**src/rtl/pattern_seq_gen_if.sv**
```systemverilog
// pattern_seq_gen_if: table-write, length, control and output signals of the
// pattern sequencer. The master drives writes/control; the slave is the sequencer.
interface pattern_seq_gen_if #(
  parameter int WIDTH = 1,
  parameter int DEPTH = 8
);
  localparam int AW = $clog2(DEPTH);
  localparam int LW = $clog2(DEPTH + 1);

  logic             wr_en;
  logic [AW-1:0]    wr_addr;
  logic [WIDTH-1:0] wr_data;
  logic             len_we;
  logic [LW-1:0]    len_in;
  logic             start;
  logic             stop;
  logic             oneshot;
  logic             step;
  logic [WIDTH-1:0] out;
  logic [AW-1:0]    idx;
  logic             active;
  logic             done;
  logic             wrap;

  modport master (
    output wr_en, wr_addr, wr_data, len_we, len_in, start, stop, oneshot, step,
    input  out, idx, active, done, wrap
  );

  modport slave (
    input  wr_en, wr_addr, wr_data, len_we, len_in, start, stop, oneshot, step,
    output out, idx, active, done, wrap
  );
endinterface

```
**src/rtl/pattern_seq_gen.sv**
```systemverilog
// pattern_seq_gen: programmable pattern sequencer. Steps through a writable
// table of WIDTH-bit words, in loop or one-shot mode, presenting the word at
// the current index while running. Table and length can be rewritten at any time.
module pattern_seq_gen #(
  parameter int                   WIDTH       = 1,
  parameter int                   DEPTH       = 8,
  parameter logic [DEPTH*WIDTH-1:0] RST_PATTERN = 8'b0001_0100,
  parameter int                   RST_LEN     = 5,
  parameter bit                   AUTOSTART   = 1'b1
) (
  input logic                clk,
  input logic                rst,
  pattern_seq_gen_if.slave   bus
);
  localparam int AW = $clog2(DEPTH);
  localparam int LW = $clog2(DEPTH + 1);

  typedef enum logic [1:0] {
    IDLE = 2'd0,
    RUN  = 2'd1,
    DONE = 2'd2
  } state_t;

  state_t           r_state;
  logic [AW-1:0]    r_idx;
  logic [LW-1:0]    r_len;
  logic             r_oneshot;
  logic             r_wrap;
  logic             r_active;
  logic             r_done;
  logic [WIDTH-1:0] r_table [DEPTH];

  logic             w_addrOk;
  logic             w_lastStep;
  logic [LW-1:0]    w_lenLoad;

  // Addresses beyond the table are dropped rather than aliased onto real entries.
  assign w_addrOk = 32'(bus.wr_addr) < 32'(DEPTH);

  // The current length (already including any write made this edge earlier) decides
  // the end of the pass, so shrinking below idx makes the very next step wrap/finish.
  assign w_lastStep = (32'(r_idx) + 32'd1) >= 32'(r_len);

  // A zero length is meaningless, so it keeps the old value; oversize lengths clip to DEPTH.
  assign w_lenLoad = (32'(bus.len_in) > 32'(DEPTH)) ? LW'(DEPTH) : bus.len_in;

  // Pattern table: restored to the reset pattern, otherwise written word by word.
  always_ff @(posedge clk) begin
    if (rst) begin
      for (int i = 0; i < DEPTH; i++) begin
        r_table[i] <= RST_PATTERN[i*WIDTH +: WIDTH];
      end
    end else if (bus.wr_en && w_addrOk) begin
      r_table[bus.wr_addr] <= bus.wr_data;
    end
  end

  // Sequence length register, loaded independently of the control inputs.
  always_ff @(posedge clk) begin
    if (rst) begin
      r_len <= LW'(RST_LEN);
    end else if (bus.len_we && (bus.len_in != '0)) begin
      r_len <= w_lenLoad;
    end
  end

  // Sequencer FSM with registered status flags; stop beats start, start beats step.
  always_ff @(posedge clk) begin
    if (rst) begin
      r_state   <= AUTOSTART ? RUN : IDLE;
      r_idx     <= '0;
      r_oneshot <= 1'b0;
      r_wrap    <= 1'b0;
      r_active  <= AUTOSTART;
      r_done    <= 1'b0;
    end else begin
      r_wrap <= 1'b0;
      if (bus.stop) begin
        r_state  <= IDLE;
        r_idx    <= '0;
        r_active <= 1'b0;
        r_done   <= 1'b0;
      end else if (bus.start) begin
        r_state   <= RUN;
        r_idx     <= '0;
        r_oneshot <= bus.oneshot;
        r_active  <= 1'b1;
        r_done    <= 1'b0;
      end else if ((r_state == RUN) && bus.step) begin
        if (!w_lastStep) begin
          r_idx <= r_idx + AW'(1);
        end else if (r_oneshot) begin
          r_state  <= DONE;
          r_idx    <= '0;
          r_active <= 1'b0;
          r_done   <= 1'b1;
        end else begin
          r_idx  <= '0;
          r_wrap <= 1'b1;
        end
      end
    end
  end

  assign bus.out    = (r_state == RUN) ? r_table[r_idx] : '0;
  assign bus.idx    = r_idx;
  assign bus.active = r_active;
  assign bus.done   = r_done;
  assign bus.wrap   = r_wrap;
endmodule

```
**src/flat_wrapper.sv**
```systemverilog
// flat-port wrapper written by rule: the top's interface ports become plain ports
module pattern_seq_gen_flat 
#(
  parameter int                   WIDTH       = 1,
  parameter int                   DEPTH       = 8,
  parameter logic [DEPTH*WIDTH-1:0] RST_PATTERN = 8'b0001_0100,
  parameter int                   RST_LEN     = 5,
  parameter bit                   AUTOSTART   = 1'b1
)
  (clk, rst, bus_wr_en, bus_wr_addr, bus_wr_data, bus_len_we, bus_len_in, bus_start, bus_stop, bus_oneshot, bus_step, bus_out, bus_idx, bus_active, bus_done, bus_wrap);
  pattern_seq_gen_if #(.WIDTH(WIDTH), .DEPTH(DEPTH)) bus_i ();
  input logic clk;
  input logic rst;
  input wire logic [$bits(bus_i.wr_en)-1:0] bus_wr_en;
  input wire logic [$bits(bus_i.wr_addr)-1:0] bus_wr_addr;
  input wire logic [$bits(bus_i.wr_data)-1:0] bus_wr_data;
  input wire logic [$bits(bus_i.len_we)-1:0] bus_len_we;
  input wire logic [$bits(bus_i.len_in)-1:0] bus_len_in;
  input wire logic [$bits(bus_i.start)-1:0] bus_start;
  input wire logic [$bits(bus_i.stop)-1:0] bus_stop;
  input wire logic [$bits(bus_i.oneshot)-1:0] bus_oneshot;
  input wire logic [$bits(bus_i.step)-1:0] bus_step;
  output wire logic [$bits(bus_i.out)-1:0] bus_out;
  output wire logic [$bits(bus_i.idx)-1:0] bus_idx;
  output wire logic [$bits(bus_i.active)-1:0] bus_active;
  output wire logic [$bits(bus_i.done)-1:0] bus_done;
  output wire logic [$bits(bus_i.wrap)-1:0] bus_wrap;
  assign bus_i.wr_en = bus_wr_en;
  assign bus_i.wr_addr = bus_wr_addr;
  assign bus_i.wr_data = bus_wr_data;
  assign bus_i.len_we = bus_len_we;
  assign bus_i.len_in = bus_len_in;
  assign bus_i.start = bus_start;
  assign bus_i.stop = bus_stop;
  assign bus_i.oneshot = bus_oneshot;
  assign bus_i.step = bus_step;
  assign bus_out = bus_i.out;
  assign bus_idx = bus_i.idx;
  assign bus_active = bus_i.active;
  assign bus_done = bus_i.done;
  assign bus_wrap = bus_i.wrap;
  pattern_seq_gen #(.WIDTH(WIDTH), .DEPTH(DEPTH), .RST_PATTERN(RST_PATTERN), .RST_LEN(RST_LEN), .AUTOSTART(AUTOSTART)) u_core (.clk(clk), .rst(rst), .bus(bus_i));
endmodule
```
**config.mk**
```make
export PLATFORM = sky130hd
export DESIGN_NAME = pattern_seq_gen_flat
export DESIGN_NICKNAME = d
export VERILOG_FILES = /design/src/rtl/pattern_seq_gen_if.sv /design/src/rtl/pattern_seq_gen.sv /design/src/flat_wrapper.sv
export SDC_FILE = /design/constraint.sdc
export NUM_CORES = 1
export LEC_CHECK = 0
export ABC_AREA = 1
export CORE_ASPECT_RATIO = 1.25
export CORE_MARGIN = 4
export CORE_UTILIZATION = 45
export CTS_CLUSTER_DIAMETER = 50
export DETAILED_ROUTE_END_ITERATION = 16
export PLACE_DENSITY = 0.72
export SLEW_MARGIN = 10
export SYNTH_ARGS = -nofsm -noshare
export SYNTH_HDL_FRONTEND = slang
export SYNTH_SLANG_ARGS = --single-unit
```
**constraint.sdc**
```tcl
create_clock -name clk -period 1.9 [get_ports clk]
set_clock_uncertainty 0.1 [all_clocks]
set_input_delay 0.19 -clock clk [delete_from_list [all_inputs] [get_ports clk]]
set_output_delay 0.19 -clock clk [all_outputs]
set_load 0.05 [all_outputs]
```
==> results of run 1 <==
## cells in the mapped netlist (2+ instances only)
cell type,n
sky130_fd_sc_hd__inv_1,23
sky130_fd_sc_hd__a21oi_1,7
sky130_fd_sc_hd__ha_1,5
sky130_fd_sc_hd__nor3_1,4
sky130_fd_sc_hd__nand2_2,2
sky130_fd_sc_hd__nand3_1,10
sky130_fd_sc_hd__nand2_1,21
sky130_fd_sc_hd__o21ai_1,7
sky130_fd_sc_hd__nor3_2,4
sky130_fd_sc_hd__edfxtp_1,6
sky130_fd_sc_hd__dfxtp_1,16
sky130_fd_sc_hd__o21ai_0,9
sky130_fd_sc_hd__nor2_1,19
## repair_timing
action	in CTS	in global routing
buffers inserted	0	0
resized for setup	0	2
endpoints found under the setup margin	0	2
## power groups by stage
stage | Clock [mW] | Sequential, mW | Combinational, mW
2_1_floorplan | 0 | 0.535 | 0.0871
3_3_place_gp | 0 | 0.526 | 0.167
3_5_place_dp | 0 | 0.526 | 0.172
4_1_cts | 0.357 | 0.516 | 0.174
5_1_grt | 0.370 | 0.519 | 0.191
6_report | 0.356 | 0.516 | 0.172
## final timing paths
path | startpoint | end | slack (ns)
setup / recovery | u_core.bus.idx[2] | bus_idx[2] | 0.08
hold / removal | u_core.r_oneshot | u_core.bus.wrap | 0.37
setup reg to reg | u_core.bus.idx[2] | u_core.bus.idx[1] | 0.25
hold reg to reg | u_core.r_oneshot | u_core.bus.wrap | 0.37
## area by class of cell
class | instances | area [um2]
Clock inverter | 1 | 30.0
Tap cell | 31 | 38.8
Clock buffer | 3 | 22.5
Fill cell | 208 | 838
Sequential cell | 22 | 504
Multi-Input combinational cell | 95 | 518
Timing Repair Buffer | 23 | 240
Inverter | 24 | 90.1
## layer usage
layer | wire, um | vias to the layer above
met3 | 108 | 4
met5 | 0 | -
met2 | 1060 | 24
met4 | 29 | 0
met1 | 1000 | 464
li1 | - | 517
## kinds of logic after synthesis
logic type | count (synthesis) | synth area share (%)
compound gates | 24 | 10.9
fa+ha+maj | 5 | 5.59
flops | 22 | 44.7
xor+xnor | 1 | 0.782
simple gates | 65 | 28.9
buf+inv | 25 | 9.05
## metrics by stage
stage / cells / area [um2] / util, %
after floorplan: 142 / 1120 / -
after global placement: 195 / 1390 / 60.8
after detailed placement: 195 / 1390 / 60.8
after CTS: 199 / 1440 / 63.1
after global routing: 199 / 1440 / 63.3
final: 199 / 1440 / 63.3
==> run_summary.xml, run 1 <==
<?xml version="1.0" encoding="UTF-8"?>
<metrics>
  <group name="outcome">
    <metric name="result_of_the_run" unit="">completed</metric>
  </group>
  <group name="timing">
    <metric name="worst_slew_margin_rel" unit="%">66.2</metric>
    <metric name="finalSetupTns" unit="ns">0</metric>
    <metric name="worst_slew_pin_tran" unit="ns">0.507</metric>
    <metric name="finalMaxSlewViolations" unit="">0</metric>
    <metric name="max_clock_freq" unit="MHz">548</metric>
    <metric name="share_of_the_clock_period_used_by_the_worst_path_after_layout" unit="%">96.0</metric>
    <metric name="postLayoutSetupSlackWorst" unit="ns">0.0754</metric>
    <metric name="whs" unit="ns">0.374</metric>
    <metric name="rsz0062_at_grt" unit="">no</metric>
    <metric name="final_period_minus_worst_setup_slack" unit="ns">1.82</metric>
    <metric name="finalSetupViolations" unit="">0</metric>
    <metric name="hold_viol_final" unit="">0</metric>
  </group>
  <group name="pwr">
    <metric name="pwr_density_cell" unit="nW/um2">723</metric>
    <metric name="power_frac_seq" unit="%">49.4</metric>
    <metric name="power_frac_clock" unit="%">34.1</metric>
    <metric name="max-vdd-ir-drop" unit="mV">0.534</metric>
    <metric name="total_power" unit="mW">1.04</metric>
    <metric name="share_comb_of_total_power" unit="%">16.5</metric>
    <metric name="total_switching_power" unit="uW">253</metric>
    <metric name="static-leakage-power" unit="nW">0.610</metric>
    <metric name="internal_power" unit="uW">791</metric>
    <metric name="netSwitchingFraction" unit="%">24.2</metric>
  </group>
  <group name="synth">
    <metric name="synth_flop_cell" unit="">sky130_fd_sc_hd__dfxtp_1</metric>
    <metric name="synth_cell_type_count" unit="">22</metric>
    <metric name="netlist_instances" unit="">142</metric>
    <metric name="synth_area_leader_cell" unit="">sky130_fd_sc_hd__dfxtp_1</metric>
    <metric name="postSynthAreaPerCell" unit="um2">7.89</metric>
    <metric name="synth.yosys.seq_area_share" unit="%">44.7</metric>
    <metric name="synth_area" unit="um2">1120</metric>
    <metric name="ys_warn_count" unit="">0</metric>
    <metric name="share_of_async_settable_or_async_resettable_flops_after_synthesis" unit="%">0</metric>
    <metric name="ys_ff_latch" unit="">22</metric>
    <metric name="synth_largest_type_area_fraction" unit="%">28.6</metric>
    <metric name="synth_enable_flop_cells" unit="">6</metric>
    <metric name="synth_fp_nets" unit="">163</metric>
    <metric name="synth.top_cells.by_area" unit="">sky130_fd_sc_hd__dfxtp_1 29%, sky130_fd_sc_hd__edfxtp_1 16%, sky130_fd_sc_hd__inv_1 7.7%</metric>
  </group>
  <group name="cells_and_area">
    <metric name="share_of_post_route_cells_with_drive_strength_above_1" unit="%">11.9</metric>
    <metric name="finalNetCount" unit="">190</metric>
    <metric name="flow.area_growth_from_synthesis" unit="%">28.9</metric>
    <metric name="commonest_non_fill_non_tap_cells_in_the_layout" unit="">23 x sky130_fd_sc_hd__inv_1, 21 x sky130_fd_sc_hd__nand2_1, 20 x sky130_fd_sc_hd__clkdlybuf4s50_1</metric>
    <metric name="number_of_antenna_diodes" unit="">0</metric>
    <metric name="mostFrequentLayoutCell" unit="">sky130_fd_sc_hd__inv_1</metric>
  </group>
  <group name="setup_path">
    <metric name="timing.critical_path.arrival" unit="ns">1.53</metric>
    <metric name="crit_buf_inv" unit="">1</metric>
    <metric name="critical-path-slowest-cell" unit="">sky130_fd_sc_hd__clkdlybuf4s50_1</metric>
    <metric name="reg2regPathDepth" unit="">8</metric>
    <metric name="path_cells" unit="">clkdlybuf4s50_1</metric>
    <metric name="start_kind" unit="">flip-flop</metric>
    <metric name="critical_path_cell_count" unit="">1</metric>
    <metric name="critPathTopFamily" unit="">buffers and inverters</metric>
    <metric name="critPathMaxFanout" unit="">3</metric>
    <metric name="cp_endpoint_kind" unit="">output port</metric>
    <metric name="criticalPathCategory" unit="">reg -&gt; out</metric>
    <metric name="crit_path_max_incr_delay" unit="ns">0.82</metric>
    <metric name="cp.required" unit="ns">1.61</metric>
  </group>
  <group name="floorplanning">
    <metric name="core_region_area" unit="um2">2280</metric>
    <metric name="die_height" unit="um">63.8</metric>
    <metric name="chipWidth" unit="um">52.6</metric>
    <metric name="io-pin-count" unit="">23</metric>
    <metric name="rows" unit="">19</metric>
    <metric name="fp.dieArea" unit="um2">3360</metric>
    <metric name="initial_standard_cell_utilization_of_the_core" unit="%">49.1</metric>
  </group>
  <group name="global_routing">
    <metric name="grt-ovfl-total" unit="">0</metric>
    <metric name="grt_util_met2" unit="%">25.9</metric>
    <metric name="grt_antenna_before_repair" unit="">0</metric>
    <metric name="grtUsageMet3" unit="%">2.09</metric>
    <metric name="number_of_global_route_vias_before_repair" unit="">943</metric>
    <metric name="grt.met1_usage" unit="%">17.9</metric>
    <metric name="grt_max_degree" unit="">14</metric>
    <metric name="busiest_layer" unit="">met2</metric>
    <metric name="grtUsageTotal" unit="%">14.7</metric>
    <metric name="grt_pass1_wl" unit="mm">3.83</metric>
  </group>
  <group name="drt">
    <metric name="routed_via_density" unit="">5.07</metric>
    <metric name="drtPass1Iterations" unit="">4</metric>
    <metric name="post_drt_wl_per_cell" unit="um">11.1</metric>
    <metric name="drt-initial-drc-count" unit="">34</metric>
    <metric name="final_routed_wirelength_across_all_metal_layers" unit="mm">2.20</metric>
    <metric name="drt_drc_violations_left" unit="">0</metric>
    <metric name="final_antenna_net_count" unit="">0</metric>
    <metric name="detailroute.via_count" unit="">1009</metric>
  </group>
  <group name="run">
    <metric name="max_cap_viol_count" unit="">0</metric>
  </group>
  <group name="clocking">
    <metric name="clock_sinks" unit="">22</metric>
    <metric name="cts.reportedPaths.clkPinSlew" unit="ns">0.13</metric>
    <metric name="cts_buffer_depth" unit="">2</metric>
    <metric name="htree_num_levels" unit="">1</metric>
    <metric name="cts_inserted_buffers" unit="">3</metric>
    <metric name="holdBufCountCts" unit="">0</metric>
    <metric name="clock_latency_on_the_worst_skew_pair" unit="ns">0.31</metric>
    <metric name="clock_root_buffer_master" unit="">sky130_fd_sc_hd__clkbuf_4</metric>
    <metric name="cts_tree" unit="">built</metric>
  </group>
  <group name="placement">
    <metric name="pre_cts_ws" unit="ns">0.242</metric>
    <metric name="routabilityCongestion" unit="">0.859</metric>
    <metric name="buffer_ports.inserted" unit="">22</metric>
    <metric name="hpwlAfterDp" unit="mm">1.79</metric>
  </group>
  <group name="hold_path">
    <metric name="hold-path-cell-count" unit="">1</metric>
    <metric name="hp-class" unit="">reg -&gt; reg</metric>
  </group>
</metrics>
Power figures use the tool's default switching activity.
==> run 2, diff against run 1 <==
--- a/config.mk
+++ b/config.mk
@@ -5,7 +5,7 @@
 export SDC_FILE = /design/constraint.sdc
 export NUM_CORES = 1
 export LEC_CHECK = 0
-export ABC_AREA = 1
+export CAP_MARGIN = 25
 export CORE_ASPECT_RATIO = 1.25
 export CORE_MARGIN = 4
 export CORE_UTILIZATION = 45
==> constraint.sdc (replaced) <==
create_clock -name clk -period 1.7 [get_ports clk]
set_clock_uncertainty 0.1 [all_clocks]
set_input_delay 0.17 -clock clk [delete_from_list [all_inputs] [get_ports clk]]
set_output_delay 0.17 -clock clk [all_outputs]
set_load 0.05 [all_outputs]
==> run 2 against run 1 <==
Effect of this change: the flow now finishes with violations (setup timing); clock power is 33% lower; non-clock buffer count is 18 higher; synthesized area is 3.9% lower; critical endpoint is now bus_out; first-iteration DRC count is 41% lower; synthesized cell count is 27% lower; largest cell class unchanged; register-to-register slack worse by 0.37 ns; die area is 3.4% lower; total power is 2.8% lower.
==> run_summary.xml, run 2 <==
<?xml version="1.0" encoding="UTF-8"?>
<metrics>
  <group name="outcome">
    <metric name="result_of_the_run" unit="">finished, violations left</metric>
    <metric name="violations" unit="">setup timing</metric>
  </group>
  <group name="synth">
    <metric name="postSynthAreaPerCell" unit="um2">10.4</metric>
    <metric name="synth_flop_cell" unit="">sky130_fd_sc_hd__dfxtp_1</metric>
    <metric name="netlist_instances" unit="">103</metric>
    <metric name="most_repeated_cell_in_the_gate_level_netlist_after_synthesis" unit="">sky130_fd_sc_hd__dfxtp_1</metric>
    <metric name="share_of_async_settable_or_async_resettable_flops_after_synthesis" unit="%">0</metric>
    <metric name="synth_area_leader_cell" unit="">sky130_fd_sc_hd__dfxtp_1</metric>
    <metric name="ys_ff_latch" unit="">22</metric>
    <metric name="synth_enable_flop_cells" unit="">6</metric>
    <metric name="synth.top_cells.by_area" unit="">sky130_fd_sc_hd__dfxtp_1 30%, sky130_fd_sc_hd__edfxtp_1 17%, sky130_fd_sc_hd__ha_1 5.8%</metric>
    <metric name="synth_area" unit="um2">1080</metric>
    <metric name="ys_warn_count" unit="">0</metric>
    <metric name="synth_fp_nets" unit="">124</metric>
    <metric name="synthTopCellsByCount" unit="">16 x sky130_fd_sc_hd__dfxtp_1, 11 x sky130_fd_sc_hd__nor2_1, 6 x sky130_fd_sc_hd__edfxtp_1, 6 x sky130_fd_sc_hd__nand2_1, 6 x sky130_fd_sc_hd__o21ai_0</metric>
    <metric name="synth.yosys.seq_area_share" unit="%">46.5</metric>
    <metric name="synth_largest_type_area_fraction" unit="%">29.8</metric>
    <metric name="synth_cell_type_count" unit="">34</metric>
  </group>
  <group name="timing">
    <metric name="worst_slew_margin_rel" unit="%">81.1</metric>
    <metric name="hold_viol_final" unit="">0</metric>
    <metric name="finalSetupTns" unit="ns">-0.928</metric>
    <metric name="final_period_minus_worst_setup_slack" unit="ns">1.85</metric>
    <metric name="worst_slew_pin_tran" unit="ns">0.280</metric>
    <metric name="max_clock_freq" unit="MHz">541</metric>
    <metric name="rsz0062_at_grt" unit="">yes</metric>
    <metric name="finalSetupViolations" unit="">10</metric>
    <metric name="postLayoutSetupSlackWorst" unit="ns">-0.148</metric>
    <metric name="share_of_the_clock_period_used_by_the_worst_path_after_layout" unit="%">109</metric>
    <metric name="finalMaxSlewViolations" unit="">0</metric>
  </group>
  <group name="setup_path">
    <metric name="r2r_path_start" unit="">u_core.bus.idx[0]</metric>
    <metric name="cp.required" unit="ns">1.43</metric>
    <metric name="crit_buf_inv" unit="">1</metric>
    <metric name="critical-path-slowest-cell" unit="">sky130_fd_sc_hd__mux4_2</metric>
    <metric name="critPathMaxFanout" unit="">2</metric>
    <metric name="crit_path_max_incr_delay" unit="ns">0.51</metric>
    <metric name="r2r_slack" unit="ns">-0.12</metric>
    <metric name="reg2regPathDepth" unit="">6</metric>
    <metric name="timing.critical_path.arrival" unit="ns">1.58</metric>
    <metric name="path_cells" unit="">mux4_2 -&gt; mux2i_2 -&gt; nor3b_2 -&gt; buf_6</metric>
    <metric name="reg2reg_to" unit="">u_core.bus.done</metric>
    <metric name="criticalPathCategory" unit="">reg -&gt; out</metric>
    <metric name="start_kind" unit="">flip-flop</metric>
    <metric name="critPathTopFamily" unit="">multiplexers</metric>
    <metric name="cp_endpoint_kind" unit="">output port</metric>
  </group>
  <group name="placement">
    <metric name="hpwlAfterDp" unit="mm">1.91</metric>
    <metric name="buffer_ports.inserted" unit="">22</metric>
    <metric name="pre_cts_ws" unit="ns">-0.162</metric>
    <metric name="routabilityCongestion" unit="">0.759</metric>
  </group>
  <group name="cells_and_area">
    <metric name="multi_input_comb_area" unit="um2">639</metric>
    <metric name="commonest_non_fill_non_tap_cells_in_the_layout" unit="">24 x sky130_fd_sc_hd__buf_4, 15 x sky130_fd_sc_hd__clkdlybuf4s50_1, 12 x sky130_fd_sc_hd__dfxtp_1</metric>
    <metric name="final_core_utilization" unit="%">71.0</metric>
    <metric name="flow.area_growth_from_synthesis" unit="%">47.4</metric>
    <metric name="layout.area.seq" unit="um2">510</metric>
    <metric name="finalNetCount" unit="">167</metric>
    <metric name="share_of_post_route_cells_with_drive_strength_above_1" unit="%">36.6</metric>
    <metric name="number_of_antenna_diodes" unit="">0</metric>
    <metric name="mostFrequentLayoutCell" unit="">sky130_fd_sc_hd__buf_4</metric>
    <metric name="num-fill-cells" unit="">180</metric>
  </group>
  <group name="global_routing">
    <metric name="grt-ovfl-total" unit="">0</metric>
    <metric name="grtUsageTotal" unit="%">15.8</metric>
    <metric name="grt_antenna_before_repair" unit="">0</metric>
    <metric name="grt_max_degree" unit="">14</metric>
    <metric name="grt_pass1_wl" unit="mm">4.00</metric>
    <metric name="number_of_global_route_vias_before_repair" unit="">944</metric>
  </group>
  <group name="drt">
    <metric name="drt_drc_violations_left" unit="">0</metric>
    <metric name="drt-initial-drc-count" unit="">20</metric>
    <metric name="final_routed_wirelength_across_all_metal_layers" unit="mm">2.36</metric>
    <metric name="post_drt_wl_per_cell" unit="um">13.4</metric>
    <metric name="final_antenna_net_count" unit="">0</metric>
    <metric name="detailroute.via_count" unit="">912</metric>
    <metric name="drtPass1Iterations" unit="">4</metric>
    <metric name="routed_via_density" unit="">5.18</metric>
  </group>
  <group name="pwr">
    <metric name="power_frac_clock" unit="%">23.4</metric>
    <metric name="netSwitchingFraction" unit="%">24.8</metric>
    <metric name="pwr_density_cell" unit="nW/um2">640</metric>
    <metric name="internal_power" unit="uW">763</metric>
    <metric name="max-vdd-ir-drop" unit="mV">0.415</metric>
    <metric name="total_power" unit="mW">1.01</metric>
    <metric name="total_switching_power" unit="uW">252</metric>
    <metric name="power_frac_seq" unit="%">56.2</metric>
    <metric name="static-leakage-power" unit="nW">0.618</metric>
    <metric name="share_comb_of_total_power" unit="%">20.4</metric>
  </group>
  <group name="run">
    <metric name="max_cap_viol_count" unit="">0</metric>
  </group>
  <group name="hold_path">
    <metric name="hold_end" unit="">u_core.r_oneshot</metric>
    <metric name="hold-path-cell-count" unit="">3</metric>
    <metric name="timing.hold.worst.start" unit="">bus_oneshot</metric>
    <metric name="hp-class" unit="">in -&gt; reg</metric>
  </group>
  <group name="clocking">
    <metric name="cts_tree" unit="">built</metric>
    <metric name="clock_root_buffer_master" unit="">sky130_fd_sc_hd__clkbuf_4</metric>
    <metric name="htree_num_levels" unit="">1</metric>
    <metric name="cts_buffer_depth" unit="">2</metric>
    <metric name="cts.reportedPaths.clkPinSlew" unit="ns">0.12</metric>
    <metric name="clock_sinks" unit="">22</metric>
    <metric name="clock_latency_on_the_worst_skew_pair" unit="ns">0.29</metric>
    <metric name="cts_inserted_buffers" unit="">3</metric>
    <metric name="holdBufCountCts" unit="">0</metric>
  </group>
  <group name="floorplanning">
    <metric name="initial_standard_cell_utilization_of_the_core" unit="%">48.2</metric>
    <metric name="fp.dieArea" unit="um2">3240</metric>
    <metric name="io-pin-count" unit="">23</metric>
    <metric name="core_region_area" unit="um2">2230</metric>
    <metric name="chipWidth" unit="um">51.7</metric>
    <metric name="die_height" unit="um">62.7</metric>
    <metric name="rows" unit="">19</metric>
  </group>
</metrics>
==> run 2: changes by cell type in the layout (fill, tap and decap cells not counted), sizes merged, moves of 10 or more <==
cell,previous run,this run
o21ai,16,6
nor2,21,11
nand2,23,6
buf,2,26
nand3,12,0
inv,24,5
==> run 2: per-stage QoR <==
stage	cells	area [um2]	hold WS, ns
3_3_place_gp	169	1470	0.380
2_1_floorplan	103	1120	0.175
6_report	176	1590	0.394
4_1_cts	175	1580	0.396
5_1_grt	176	1590	0.395
3_5_place_dp	169	1470	0.389
==> run 2: timing repair <==
action                     4_1_cts  5_1_grt
gates resized for setup         12        1
setup endpoints to repair       10       10
pin swaps                        7        2
buffers inserted                 3        1
==> run 2: tightest hold or removal path, cell delays in order <==
cell	delay [ns]
sky130_fd_sc_hd__clkdlybuf4s50_1	0.39
sky130_fd_sc_hd__mux2i_1	0.14
sky130_fd_sc_hd__nor2_1	0.05
==> run 2: cell type report <==
cell class,count,share of cell area [%]
clock buffer,4,1.66
tap,31,2.44
timing repair buffer,41,22.2
multi-input combinational,73,40.3
inverter,5,1.18
sequential,22,32.2
==> run 2: how the worst max path moves through the flow <==
stage	cells after the start	end
floorplan	5	u_core.bus.done
global placement	5	u_core.bus.idx[1]
detailed placement	5	u_core.bus.idx[1]
CTS	4	bus_out
global route	7	u_core.bus.idx[1]
finish	4	bus_out
==> run 2: cell families (layout without fill, tap and decap cells) <==
kind of cell / count (synthesis) / after routing / share of synthesized area, %
AO/OA/AOI/OAI: 25 / 25 / 18.1
XOR/XNOR: 1 / 1 / 0.814
adder cells (fa/ha/maj): 5 / 5 / 5.81
buffers and inverters: 8 / 50 / 2.79
flip-flops: 22 / 22 / 46.5
multiplexers: 4 / 4 / 6.05
AND/OR/NAND/NOR: 38 / 38 / 19.9
==> run 2: metal layers <==
layer,GRT usage [%],routed length (um),vias to the layer above
li1,-,-,465
met3,2.15,56,2
met1,16.5,912,435
met4,3.93,16,0
met2,31.4,1380,10
met5,0,0,-
==> run 2: power groups by stage <==
| stage | Combinational [mW] | Sequential (mW) | Clock [mW] |
|---|---|---|---|
| after global placement | 0.180 | 0.580 | 0 |
| after CTS | 0.203 | 0.570 | 0.245 |
| after detailed placement | 0.185 | 0.581 | 0 |
| after global routing | 0.223 | 0.572 | 0.274 |
| final | 0.207 | 0.570 | 0.237 |
| after floorplan | 0.0885 | 0.585 | 0 |
